`config.mk`:
```
export PLATFORM = sky130hd
export DESIGN_NAME = iob_2p_mem_be
export DESIGN_NICKNAME = d
export VERILOG_FILES = /design/src/rtl/iob_2p_mem_be.sv
export SDC_FILE = /design/constraint.sdc
export NUM_CORES = 2
export LEC_CHECK = 0
export BUFFER_PORTS_ARGS = -buffer_cell sky130_fd_sc_hd__buf_4
export CAP_MARGIN = 30
export CORE_UTILIZATION = 40
export DETAILED_ROUTE_END_ITERATION = 8
export HOLD_SLACK_MARGIN = 0.12
export MAX_ROUTING_LAYER = met4
export SYNTH_ARGS = -nofsm -noshare
export SYNTH_HDL_FRONTEND = slang
export SYNTH_SLANG_ARGS = --single-unit
```
`constraint.sdc`:
```
create_clock -name clk -period 2.3 [get_ports clk]
set_clock_uncertainty 0.15 [all_clocks]
set_input_delay 0.69 -clock clk [delete_from_list [all_inputs] [get_ports clk]]
set_output_delay 0.69 -clock clk [all_outputs]
set_load 0.005 [all_outputs]
```
`src/rtl/iob_2p_mem_be.sv`:
```
// Simple dual-port RAM: one write port and one read port on a single clock.
// The write port has byte-lane strobes. Read latency is 1 or 2 cycles, with
// a one-cycle r_valid pulse. A same-address collision returns either the
// merged new word (BYPASS=1) or the old word (BYPASS=0).
// data_out holds the last read result until the next r_valid.
module iob_2p_mem_be #(
    parameter int DATA_W = 32,
    parameter int ADDR_W = 6,
    parameter int RD_LAT = 1,
    parameter int BYPASS = 1
) (
    input  logic                  clk,
    input  logic                  rst,
    input  logic                  w_en,
    input  logic [DATA_W/8-1:0]   w_strb,
    input  logic [ADDR_W-1:0]     w_addr,
    input  logic [DATA_W-1:0]     data_in,
    input  logic                  r_en,
    input  logic [ADDR_W-1:0]     r_addr,
    output logic [DATA_W-1:0]     data_out,
    output logic                  r_valid
);

    localparam int NB    = DATA_W / 8;
    localparam int DEPTH = 2 ** ADDR_W;

    // Reject configurations that the byte lanes or the read pipeline cannot support.
    if (DATA_W % 8 != 0) begin : g_bad_data_w
        $error("iob_2p_mem_be: DATA_W must be a multiple of 8");
    end
    if (RD_LAT != 1 && RD_LAT != 2) begin : g_bad_rd_lat
        $error("iob_2p_mem_be: RD_LAT must be 1 or 2");
    end

    logic [DATA_W-1:0] r_mem [0:DEPTH-1];
    logic [DATA_W-1:0] w_rd_old;
    logic [DATA_W-1:0] w_rd_word;
    logic              w_hit;
    logic              w_bypass;
    logic [DATA_W-1:0] r_dout;
    logic              r_vld;

    // The array has no reset. Writes are held off while the reset is asserted.
    always_ff @(posedge clk) begin
        if (w_en && !rst) begin
            for (int i = 0; i < NB; i++) begin
                if (w_strb[i]) begin
                    r_mem[w_addr][8*i +: 8] <= data_in[8*i +: 8];
                end
            end
        end
    end

    assign w_rd_old = r_mem[r_addr];
    assign w_hit    = w_en && r_en && (w_addr == r_addr);
    assign w_bypass = (BYPASS != 0) && w_hit;

    // On a write-first collision, the strobed lanes take the incoming data.
    for (genvar gi = 0; gi < NB; gi++) begin : g_lane
        assign w_rd_word[8*gi +: 8] = (w_bypass && w_strb[gi]) ? data_in[8*gi +: 8]
                                                               : w_rd_old[8*gi +: 8];
    end

    if (RD_LAT == 1) begin : g_lat1
        // Single stage: the issued word lands directly in the output register.
        always_ff @(posedge clk or posedge rst) begin
            if (rst) begin
                r_dout <= '0;
                r_vld  <= 1'b0;
            end else begin
                r_vld <= r_en;
                if (r_en) begin
                    r_dout <= w_rd_word;
                end
            end
        end
    end else begin : g_lat2
        logic [DATA_W-1:0] r_s1_data;
        logic              r_s1_vld;

        // Stage 1 data: the value is fixed at the issue edge.
        // A later write does not change it.
        always_ff @(posedge clk) begin
            if (r_en) begin
                r_s1_data <= w_rd_word;
            end
        end

        // Stage 1 valid flag. Reset flushes it, so in-flight reads vanish.
        always_ff @(posedge clk or posedge rst) begin
            if (rst) begin
                r_s1_vld <= 1'b0;
            end else begin
                r_s1_vld <= r_en;
            end
        end

        // Output stage: it only updates when stage 1 holds a live read.
        always_ff @(posedge clk or posedge rst) begin
            if (rst) begin
                r_dout <= '0;
                r_vld  <= 1'b0;
            end else begin
                r_vld <= r_s1_vld;
                if (r_s1_vld) begin
                    r_dout <= r_s1_data;
                end
            end
        end
    end

    assign data_out = r_dout;
    assign r_valid  = r_vld;

endmodule

```
After elaboration in Yosys (flattened, before gate mapping)
Memory sizes are Yosys's and may differ from the RTL's.
Index checks and enable logic that the tools add are counted.
{ "op_classes": {"n_eq_ne": 1, "mux": 16, "n_reduce_logical": 8} }
{ "op_table": {"columns": ["op", "n"], "rows": [
  ["8-bit 2-to-1 mux", 4],
  ["1-bit 2-to-1 mux", 12],
  ["1-bit logical AND", 7],
  ["6-bit == test", 1],
  ["1-bit logical NOT", 1]
]} }
{ "word_totals": {"reg_bits": 33, "mem_bits_rw": 2048, "input_bits": 52, "output_inout_bits": 33, "word_cells": 28, "mem_count": 1} }
{ "mem_list": {"columns": ["memory", "words", "word_bits", "read_ports", "rd_ports_with_merged_regs", "wr", "line", "source"], "rows": [
  ["r_mem", 64, 32, 1, 0, 1, "35", "logic [DATA_W-1:0] r_mem [0:DEPTH-1];"]
]} }

Logic depth before layout (Yosys ltp)
{ "depth": {"depth_word": 4, "mapped_depth": 12, "ltp_nobuf": 6} }

Least setup slack after synthesis
Ideal clock, no wire load.
{ "synth_timing": {"kind": "input to register", "from": "input port r_addr[0]", "to": "register r_dout[30], in the netlist data_out[30]", "setup_time_ns": 0.135, "arrival_time_ns": 2.532, "t_required_ns": 2.015, "setup_slack_ns": -0.517, "stages": 9, "path_buffers": 4, "cell_sequence": "buf_6 -> buf_6 -> buf_6 -> buf_2 -> mux4_2 -> a32oi_1 -> nand3_1 -> nor4_1 -> o22ai_1"} }
{ "synth_between": {"elab_chain_len": 4, "elab_cells_between_ends": 5, "classes_between": "eq/ne: 1; mux: 1; reduce/logical: 2; memory: 1"} }
{ "synth_lines": {"columns": ["element", "line", "source"], "rows": [
  ["start, declared", "19", "input logic [ADDR_W-1:0] r_addr,"],
  ["branches (longest 3 deep; another with memory 64 x 32 bit)", null, null],
  ["8-bit 2-to-1 mux *", "60", "assign w_rd_word[8*gi +: 8] = (w_bypass && w_strb[gi]) ? data_in[8*gi +: 8]"],
  ["end signal, assigned", "73", "r_dout <= w_rd_word;"],
  ["end, declared", "40", "logic [DATA_W-1:0] r_dout;"]
]} }
Mark *: on every way between the ends.
A chain may end at the register's enable or synchronous reset.

Worst setup path after layout
{ "layout_timing": {"from": "register r_dout[3], in the netlist data_out[3]", "to": "output port data_out[3]"} }
{ "layout_rtl": {"columns": ["element", "line", "source"], "rows": [
  ["end, declared", "20", "output logic [DATA_W-1:0] data_out,"]
]} }
No word-level cell between the ends.

==> summary.md <==
| Metric | Value |
|---|---|
| Run status | finished, violations left |
| Failing checks | negative setup slack |
| Root Driver | clkbuf_16 |
| Initial antenna violation count | 6 |
| Max stage delay cell, worst path | dfrtp_2 |
| Max Slew Vio Count | 0 |
| Clock latency on the worst-skew pair | 0.87 ns |
| Routed wire length | approximately 240000 um |
| Main flop type after synthesis | edfxtp_1 |
| Core area | around 0.20 mm2 |
| CP top delay family | flip-flops |
| Post-route ant nets | 0 |
| RSZ-0062 raised after global routing | yes |
| Pin count of the biggest net entering global routing | 66 |
| Final Setup Violations | 14 |
| Vias after detailed routing | 44200 |
| CP max stage delay | approximately 0.50 ns |
| Avg Vias per Cell | ~5.7 |
| Hold crit path type | input pin to flip-flop |
| Total power | a little over 80 mW |
| Hold_ws | 0.155 ns |
| Mapped Cells | 3924 |
| Leakage | between 30 and 40 nW |
| Global-route met2 utilization | 37.3% |
| Startpoint Class | flip-flop |
| First-pass GRT wire length | about 340000 um |
| Final min period | 2.36 ns |
| Nets | approximately 5000 |
| Die area | around 0.21 mm2 |
| Most frequent cells in the layout | 2048 x edfxtp_1, 677 x buf_4, 454 x mux4_2 |
| Setup crit end kind | output pin |
| Mapped Avg Cell Area | ~21 um2 |
| Clock slew at reported path FFs | about 0.06 ns |
| Wire length per cell | 30.7 um |
| Residual DRC | 0 |
| Most common cell after layout, fill and taps aside | edfxtp_1 |
| Gr usage total | 24.0% |
| Critical-path cell list | buf_6 |
| Seq/Total Area, Yosys | 76.7% |
| Routability congestion estimate from global placement | about 1.0 |
| Maxcap violations | 0 |
| Post-synth EDFFs | about 2000 |
| Setup CP Type | flip-flop to output pin |
| Worst Path Max Fanout | 2 |
| Die Height | 453 um |
| Max clock buf depth | 3 |
| Initial DRT Pass Iterations | 7 |
| Met3 usage | around 3.9% |
| Tcrit/Tclk final | 103% |
| Rows | around 170 |
| Synth Warn # | 0 |
| Layout area overhead | 26.2% |
| Slew headroom | a little under half |
| Pre-CTS worst setup slack | -1.08 ns |
| Syn nets | around 4000 |
| IO Pins | 85 |
| Number of global-route vias before repair | 44100 |
| Met1 usage | between 30% and 40% |
| FF+latch count, synth | 2081 |
| WP buf/inv | 1 |
| Worst Path Arrival | around 1.5 ns |
| CTS H-Tree Depth | 4 |
| Final hold vios | 0 |
| Unique masters post-synth | just over 60 |
| Die X-Extent | roughly 450 um |
| Peak supply drop | approximately 0.00066 V |
| Post-synth ARST share | 1.59% |
| Clock sink count | approximately 2100 |
| Global route total overflow | 0 |
| Final setup margin | -0.0594 ns |
| Post-synthesis cell area | a little over 0.08 mm2 |
| Proportion of layout cells with a drive suffix above 1 | between 40% and 50% |
| Critical path required time | 1.46 ns |
| Starting Density | just over 40% |
| Worst slew pin tran | around 0.8 ns |
| PwrDens | between 700 and 800 mW/mm2 |
| CTS Buf Count | roughly 210 |
| Gr busiest metal | met2 |
| Max Freq | 424 MHz |
| Placed wire-length estimate | 167000 um |
| IO buf count | 84 |
| CTS tree | yes |
| 1st-iter DRT viols | roughly 5200 |
kinds of logic after synthesis:
logic type             synth area share (%)
multiplexers                           15.9
flip-flops                             76.7
XOR/XNOR                             0.0646
AND/OR/NAND/NOR                        2.92
buffers and inverters                  1.70
AO/OA/AOI/OAI                          2.75
synth_stat cells (31+ instances only):
cell type     n  area, um2
edfxtp_1   2048      61500
mux4_2      454      10200
nor2_1      295       1110
mux2i_1     239       2390
a22oi_1     122        916
nand2_1     112        420
clkbuf_1    100        375
a21oi_1      67        335
buf_2        50        250
nand3_1      38        190
o22ai_1      36        225
dfrtp_1      33        826
buf_4        31        233
layer usage:
layer | part of all wire [%] | vias up | wire, um
met2 | 48 | 2028 | 115000
li1 | - | 18300 | -
met3 | 7.5 | 361 | 18000
met4 | 3.6 | 0 | 8610
met1 | 41 | 23600 | 97400
met5 | 0 | - | 0
layout make-up:
class	count	area, um2
Antenna cell	3	7.51
Clock buffer	251	5500
Clock inverter	142	1290
Fill cell	15900	99500
Inverter	9	35.0
Multi-Input combinational cell	1602	18400
Sequential cell	2081	62400
Tap cell	2672	3340
Timing Repair Buffer	1029	11700
state kept, by name (all words and copies together) (netlist names):
signal / count
data_out: 32
r_valid: 1
r_mem: 2048
stage by stage:
stage               area (um2)  instances  utilization, %  setup TNS, ns
floorplan                82200       3924               -         -61.58
global placement         95100       7364            47.1        -339.84
detailed placement       95100       7364            47.1        -342.37
CTS                     102000       7780            50.7          -1.91
global route            103000       7788            50.8          -1.27
finish                  103000       7789            50.8         -0.345
power by group:
| group | switching [mW] | internal (mW) | total [mW] |
|---|---|---|---|
| Sequential | 0.227 | 41.8 | 42.0 |
| Combinational | 2.90 | 2.33 | 5.23 |
| Clock | 14.5 | 19.2 | 33.7 |
| Total | 17.6 | 63.4 | 81.0 |
repair_timing:
item	in CTS	in global routing
gates resized for setup	83	20
gates cloned	2	2
pin swaps	1	6
hold endpoints to repair	280	0
buffers inserted	4	4
hold buffers	17	0
setup endpoints to repair	41	49
path summary, 6_finish.rpt:
kind / from / slack (ns) / cells after the start / end
min in group asynchronous: rst / 0.24 / 4 / r_valid
worst max register to register: r_mem[29][24] / -0.02 / 7 / data_out[24]
max in group asynchronous: rst / 1.15 / 5 / data_out[28]
worst min-delay path: data_in[26] / 0.15 / 1 / r_mem[57][26]
worst min register to register: data_out[19] / 0.48 / 2 / data_out[19]
worst max-delay path: data_out[3] / -0.06 / 1 / data_out[3]
Note: power is estimated with default switching activity, not from simulation.
